## src/rtl/stream_accumulator.sv

```systemverilog
// Sums COUNT operands of SIZE bits per result over a valid/ready stream, flagging any carry-out.
// Optional macro STREAM_ACCUMULATOR_SATURATE_EN clamps the sum to all-ones on carry instead of wrapping.
module stream_accumulator #(
    parameter int SIZE  = 4,
    parameter int COUNT = 4
) (
    input  logic            clk,
    input  logic            rst_n,
    input  logic            in_valid,
    output logic            in_ready,
    input  logic [SIZE-1:0] in_data,
    output logic            out_valid,
    input  logic            out_ready,
    output logic [SIZE-1:0] out_sum,
    output logic            out_ovf
);
    localparam int CW = $clog2(COUNT + 1);

    typedef enum logic [1:0] {IDLE, ACC, HOLD} state_t;

    state_t          state;
    logic [SIZE-1:0] acc;
    logic [CW-1:0]   cnt;
    logic            ovf;

    logic            accept;
    logic [SIZE:0]   sum;
    logic [SIZE-1:0] acc_add;
    logic [CW-1:0]   cnt_inc;
    logic            ovf_add;

    assign accept  = in_valid && in_ready;
    assign sum     = {1'b0, acc} + {1'b0, in_data};
    assign cnt_inc = cnt + 1'b1;
    assign ovf_add = ovf | sum[SIZE];

`ifdef STREAM_ACCUMULATOR_SATURATE_EN
    // Once saturated, acc is all-ones and any further add either carries or is zero,
    // so it stays clamped for the rest of the result.
    assign acc_add = sum[SIZE] ? {SIZE{1'b1}} : sum[SIZE-1:0];
`else
    assign acc_add = sum[SIZE-1:0];
`endif

    // All handshake outputs are registered alongside the state they describe.
    always_ff @(posedge clk or negedge rst_n) begin
        if (!rst_n) begin
            state     <= IDLE;
            acc       <= '0;
            cnt       <= '0;
            ovf       <= 1'b0;
            in_ready  <= 1'b0;
            out_valid <= 1'b0;
            out_sum   <= '0;
            out_ovf   <= 1'b0;
        end else begin
            case (state)
                IDLE: begin
                    in_ready <= 1'b1;
                    if (accept) begin
                        acc <= in_data;
                        cnt <= CW'(1);
                        ovf <= 1'b0;
                        if (COUNT == 1) begin
                            state     <= HOLD;
                            in_ready  <= 1'b0;
                            out_valid <= 1'b1;
                            out_sum   <= in_data;
                            out_ovf   <= 1'b0;
                        end else begin
                            state <= ACC;
                        end
                    end
                end
                ACC: begin
                    if (accept) begin
                        acc <= acc_add;
                        ovf <= ovf_add;
                        cnt <= cnt_inc;
                        if (cnt_inc == CW'(COUNT)) begin
                            state     <= HOLD;
                            in_ready  <= 1'b0;
                            out_valid <= 1'b1;
                            out_sum   <= acc_add;
                            out_ovf   <= ovf_add;
                        end
                    end
                end
                HOLD: begin
                    if (out_ready) begin
                        state     <= IDLE;
                        acc       <= '0;
                        cnt       <= '0;
                        ovf       <= 1'b0;
                        in_ready  <= 1'b1;
                        out_valid <= 1'b0;
                        out_sum   <= '0;
                        out_ovf   <= 1'b0;
                    end
                end
                default: begin
                    state     <= IDLE;
                    in_ready  <= 1'b0;
                    out_valid <= 1'b0;
                    out_sum   <= '0;
                    out_ovf   <= 1'b0;
                end
            endcase
        end
    end
endmodule

```

## config.mk

```make
export PLATFORM = sky130hd
export DESIGN_NAME = stream_accumulator
export DESIGN_NICKNAME = d
export VERILOG_FILES = /design/src/rtl/stream_accumulator.sv
export SDC_FILE = /design/constraint.sdc
export NUM_CORES = 1
export LEC_CHECK = 0
export ABC_AREA = 1
export CAP_MARGIN = 30
export CORE_ASPECT_RATIO = 1.4
export CORE_MARGIN = 3
export CORE_UTILIZATION = 53
export DETAILED_ROUTE_END_ITERATION = 16
export GPL_ROUTABILITY_DRIVEN = 1
export PLACE_DENSITY_LB_ADDON = 0.15
export SYNTH_ARGS = -nofsm -noshare
export SYNTH_HDL_FRONTEND = slang
export SYNTH_SLANG_ARGS = --single-unit
```

## constraint.sdc

```tcl
create_clock -name clk -period 1.65 [get_ports clk]
set_clock_uncertainty 0.05 [all_clocks]
set_input_delay 0.495 -clock clk [delete_from_list [all_inputs] [get_ports clk]]
set_output_delay 0.495 -clock clk [all_outputs]
set_load 0.02 [all_outputs]
```

* After elaboration in Yosys (flattened, before gate mapping)
Cells that the tools add are included.
** Cells by class
- Add/sub/neg operators :: 2
- Equal/unequal tests :: 7
- Mux-type cells :: 30
- Bitwise logic cells :: 2
- Reduce and logical (&&, ||, !) cells :: 7
** Operators by type and width (number)
- $pmux 4 s3 :: 2
- $mux 4 :: 5
- $pmux 1 s3 :: 4
- $reduce_and 4->1 :: 3
- $mux 1 :: 10
- $mux 3 :: 3
- $pmux 3 s3 :: 1
- $mux 2 :: 4
- $ne 2x2->1 const B :: 4
- $pmux 2 s3 :: 1
- $add 4x4->5 :: 1
- $add 3x1->3 const B :: 1
- $eq 3x3->1 const B :: 1
- $reduce_and 3->1 :: 1
- $reduce_bool 3->1 :: 1
- $eq 2x1->1 const B :: 1
- $eq 2x2->1 const B :: 1
- $logic_not 2->1 :: 1
- $logic_and 1x1->1 :: 1
- $not 1->1 :: 1
- $or 1x1->1 :: 1
** Storage, ports and cells
- Bits in registers :: 17
- Input bits :: 8
- Output and inout bits :: 7
- Word-level logic and storage cells :: 56

* Depth between registers and ports, before layout
- Depth in word-level cells :: 5
- Mapped depth :: 11
- Gate-level depth less buffers :: 10

* Least setup slack after synthesis
No wires, ideal clock.
- Kind :: input-to-reg
- Start :: input in_data[0]
- End :: register acc[1]
- Setup time :: 83 ps
- Data arrival time :: 1507 ps
- Data required time :: 1517 ps
- Slack :: 10 ps
- Stages :: 8
- Path buffers :: 0
- Cell sequence :: ha_1 inv_1 fa_1 nor2_1 nand2_1 o21ai_0 nand2_1 o21ai_0
** Between the ends
- Word-level cells in the longest chain between the ends :: 3
** Ends and longest elaborated chain
- start: declaration :: RTL line 11 : input logic [SIZE-1:0] in_data,
- $add 4x4->5 :: RTL line 33 : assign sum = {1'b0, acc} + {1'b0, in_data};
- $mux 4 :: RTL line 76 : if (accept) begin
- $pmux 4 s3 :: RTL line 57 : case (state)
- end signal: assignment :: RTL line 61 : acc <= in_data;
- end: declaration :: RTL line 22 : logic [SIZE-1:0] acc;
Every way passes these cells. The select of a mux whose other input is x is not followed.
A chain may end at the register's enable or synchronous reset.

* Worst setup path after layout
Same ends and word-level chain as after synthesis.

==> qor.csv <==
metric;value;unit
die_area;2670;µm²
grt_pass1_vias;914;
via_count;917;
cts_max_level;1;
start_kind;input pin;
drt-wirelength-per-cell;11.7;µm
clock_latency;0.28;ns
syn_avg_cell_area;8.17;µm²
drt_iter0_drc;10;
synthAdderAreaFrac;13.2;%
die_w;44.6;µm
ys_types;19;
fill_cells;149;
wl;2150;µm
cts_buffers;3;
min_period;1.58;ns
ant_nets;0;
synth-seq-cells;17;
critPathKind;in2reg;
synth_mux_area_share;0;%
fin_util;75.4;%
io_pins;15;
fmax;631;MHz
use_met2;34.3;%
dp_hpwl;1700;µm
drive_above_1_share;26.4;%
cap_violations;0;
place.gp.congestion;0.773;
cp_max_fo;2;
slew_violations;0;
clock-sinks;17;
antenna_found_initial;0;
yosys.area_share.xor_xnor;0;%
cts_tree;yes;
cellLeakagePower;0.731;nW
finalSetupViolations;0;
grt_max_degree;18;
synthesis.nets;154;
yosys.area_share.simple;25.3;%
power;2.67;mW
synth_top_family_by_area;simple AND/OR/NAND/NOR gates;
fin_crit_sh;96.0;%
drt-pass1-iter-count;4;
initial_core_util;59.0;%
power_density;1890;nW/µm²
finalHoldViolCount;0;
port_buffers;14;
clkTransAtPathRegs;0.10;ns
grt_pass1_wl;3710;µm
cts-root-buf;clkbuf_4;
syn-instance-count;135;
cp-end-kind;flop;
synth_compound_area_share;12.6;%
ff2ff_setup_slack;0.10;ns
yosys.area.top_type;dfrtp_1;
irDropWorstVdd;1070;µV
synth_top_area_share;38.5;%
met1_usage;20.6;%
status;completed;
die_h;60.0;µm
hold_buffers;0;
antennaDiodeCount;0;
slew_headroom;84.9;%
clockBufferDepth;2;
worstHoldPathType;reg2reg;
use_met3;2.71;%
route.detailed.drc;0;
synth_area;1100;µm²
core_area;1870;µm²
busiest_layer;met2;
whs;0.434;ns
fin_nets;183;
arrival;1.72;ns
synth_warnings;0;
grt_setup_unrepaired;no;
cp.required;1.78;ns
synthTopCellsByArea;dfrtp_1, nand2_1, ha_1, inv_1, o21ai_2;
seq_area_frac_synth;38.5;%
worst_pin_slew;0.227;ns
rows;18;
grt_remaining_overflow;0;
syn_to_final_growth;27.7;%
grt.total_usage;18.6;%
viasPerCell;5.01;
sequential cells by signal, summed over array words and instances (netlist names):
name and count:
out_sum 4, acc 4, state 2, ovf 1
in_ready 1, out_valid 1, cnt 3, out_ovf 1
synth_stat cells:
library cell,instances
a21oi_1,3
buf_6,2
buf_8,1
dfrtp_1,17
fa_1,1
ha_1,10
inv_1,19
inv_4,1
nand2_1,43
nand2_2,2
nand2_4,1
nand3_1,7
nand3_4,1
nor2_1,6
nor2_2,3
o21ai_0,8
o21ai_1,3
o21ai_2,6
o21ai_4,1
timing repair:
action / in CTS / in global routing
setup endpoints to repair: 15 / 10
pin swaps: 2 / 3
gates cloned: 0 / 0
buffers inserted: 0 / 3
resized for setup: 16 / 12
metal layers:
| layer | wire length, µm | share of wire, % |
|---|---|---|
| met1 | 916 | 43 |
| met2 | 1150 | 54 |
| met3 | 66 | 3.1 |
| met4 | 15 | 0.70 |
| met5 | 0 | 0 |
where the power goes:
| group | internal (mW) | total, mW | switching, mW |
|---|---|---|---|
| Clock | 0.0937 | 0.220 | 0.127 |
| Combinational | 0.742 | 1.76 | 1.02 |
| Sequential | 0.580 | 0.691 | 0.111 |
worst paths after layout:
kind                                   startpoint                     end  cells past startpoint
max                                    in_data[0]      acc[1]$_DFFE_PN0P_                      9
min                        out_sum[0]$_DFFE_PN0P_  out_sum[0]$_DFFE_PN0P_                      2
max reg2reg                    acc[0]$_DFFE_PN0P_      acc[1]$_DFFE_PN0P_                      8
min reg2reg                out_sum[0]$_DFFE_PN0P_  out_sum[0]$_DFFE_PN0P_                      2
max in group asynchronous                   rst_n         ovf$_DFFE_PN0P_                      2
min in group asynchronous                   rst_n      acc[2]$_DFFE_PN0P_                      2
cell families after synthesis:
family,after synthesis
compound gates,21
fa+ha+maj,11
buf+inv,23
flops,17
simple gates,63
metrics by stage:
stage | setup slack [ns] | instance area [µm²] | std cells | setup TNS [ns]
2_1_floorplan | 0.00999 | 1100 | 135 | 0
3_3_place_gp | -0.523 | 1320 | 176 | -4.42
3_5_place_dp | -0.568 | 1320 | 176 | -5.22
4_1_cts | 0.0114 | 1340 | 180 | 0
5_1_grt | 0.00226 | 1410 | 183 | 0
6_report | 0.0662 | 1410 | 183 | 0
cell type report:
class	count	area, µm²	area share, %
Clock buffer	4	26.3	1.87
Inverter	20	77.6	5.51
Multi-Input combinational cell	95	609	43.3
Sequential cell	17	425	30.2
Tap cell	20	25.0	1.78
Timing Repair Buffer	27	245	17.4
critical path, cell delays in order:
cell and delay [ns]:
clkdlybuf4s15_2 0.19, ha_2 0.18, inv_2 0.04, fa_2 0.54
nor2_4 0.04, nand2_1 0.06, o21ai_1 0.06, nand2_1 0.06
o21ai_1 0.05
layout by cell type, fill, tap and decap left out, types with 2 or more instances in the layout:
| cell type | n |
|---|---|
| nand2_1 | 42 |
| dfrtp_1 | 17 |
| inv_1 | 16 |
| buf_4 | 12 |
| nand3_1 | 7 |
| dlygate4sd2_1 | 7 |
| o21ai_0 | 6 |
| o21ai_2 | 6 |
| ha_1 | 6 |
| nor2_1 | 5 |
| o21ai_1 | 5 |
| clkdlybuf4s50_1 | 4 |
| inv_2 | 3 |
| nand2_2 | 3 |
| nor2_2 | 3 |
| clkbuf_4 | 3 |
| a21oi_1 | 2 |
| ha_2 | 2 |
| ha_4 | 2 |
Note: power is estimated with default switching activity, not from simulation.
==> RTL edit: new RTL, same flow settings <==
The parameter `COUNT` goes from 4 to 8.
--- a/src/rtl/stream_accumulator.sv
+++ b/src/rtl/stream_accumulator.sv
@@ -3,5 +3,5 @@
 module stream_accumulator #(
     parameter int SIZE  = 4,
-    parameter int COUNT = 4
+    parameter int COUNT = 8
 ) (
     input  logic            clk,
Behaviour: not the same (Yosys sat finds a counterexample within 10 cycles, from zero or initial values and one cycle with rst_n low).
==> RTL edit against the original RTL <==
The flow now finishes with violations (setup timing). Global-route usage is 3.9 points higher. Final area is 6.2% higher. Area after synthesis stayed put. Sequential cell count is 1 higher. Non-clock buffer count is 5 higher. Synthesized cell count is 5.2% higher. Worst setup slack worse by 0.098 ns. Final cell count is 6.6% higher. Worst hold slack worse by 0.0043 ns. Wire length is 30% higher. Power is 14% higher. Critical path type is now flip-flop to flip-flop.
==> RTL edit: results (changes against the original RTL) <==
- Status: complete, but fails checks (was complete, no violations)
- Violated checks: setup timing
- Crit path arrival time: 1.84 ns (was 1.72 ns)
- Reg2reg path depth: 7 (was 8)
- Static leakage: 0.807 nW (was 0.731 nW)
- Final setup fails: 2 (was 0)
- Synth Area in Adders: 0.120 (was 0.132)
- Dpl hpwl: 1.92 mm (was 1.70 mm)
- Fin cells: 195 (was 183)
- CP Launch Type: flip-flop (was input port)
- Syn_nets: 160 (was 154)
- 1st-iter DRT viols: 42 (was 10)
- Hold Slack: 0.429 ns (was 0.434 ns)
- Post-CTS Setup Bufs: 1 (was 0)
- Largest net degree at the start of global routing: 19 (was 18)
- Max VDD drop: 1.39 mV (was 1.07 mV)
- Placed Area: 1350 um2 (was 1320 um2)
- Slew margin rel.: 0.814 (was 0.849)
- WL final: 2.78 mm (was 2.15 mm)
- DP Worst Slack: -0.648 ns (was -0.568 ns)
- Yosys cell types: 21 (was 19)
- Top Registers: acc: 4 flops, cnt: 4 flops, out_sum: 4 flops (was acc: 4 flops, out_sum: 4 flops, cnt: 3 flops)
- Critical path fanouts, max: 3 (was 2)
- Final #Nets: 194 (was 183)
- Placer Congestion: 0.836 (was 0.773)
- Cells after Synth: 142 (was 135)
- GRT Util Overall: 0.226 (was 0.186)
- Setup ws final: -0.0319 ns (was 0.0662 ns)
- Area contributors post-synth: dfrtp_1 (41%), nand2_1 (14%), ha_1 (10%) (was dfrtp_1 (39%), nand2_1 (15%), ha_1 (11%))
- Share of layout cells above drive strength 1: 0.291 (was 0.264)
- Sequential share of the synthesized area: 0.408 (was 0.385)
RTL edit: changes by cell type in the layout (fill, tap and decap cells not counted), moves of 2 or more:
cell and change:
nand3_2 +6, nor2_1 +2, nand4_1 +6, a21oi_1 +2, nand2_1 -4, ha_1 -2, nand2_2 +3, buf_4 +6
nor2_2 -3, o21ai_2 -6
RTL edit: cell type report:
type / count / area [um2]
sequential: 18 / 450
inverter: 21 / 83.8
timing repair buffer: 32 / 269
clock buffer: 4 / 36.3
multi-input combinational: 100 / 632
tap: 20 / 25.0
fill: 115 / 373
RTL edit: where the power goes:
part           leakage [nW]  total [mW]  switching, mW  internal (mW)
sequential            0.234       0.759          0.133          0.626
combinational         0.552        2.00           1.17          0.828
clock                0.0210       0.290          0.155          0.135
total                 0.807        3.04           1.46           1.59
RTL edit: metal layers:
layer | part of all wire | routed length (um) | track usage
met1 | 0.39 | 1080 | 0.248
met2 | 0.53 | 1460 | 0.390
met3 | 0.054 | 149 | 0.0241
met4 | 0.034 | 94 | 0.164
met5 | 0 | 0 | 0
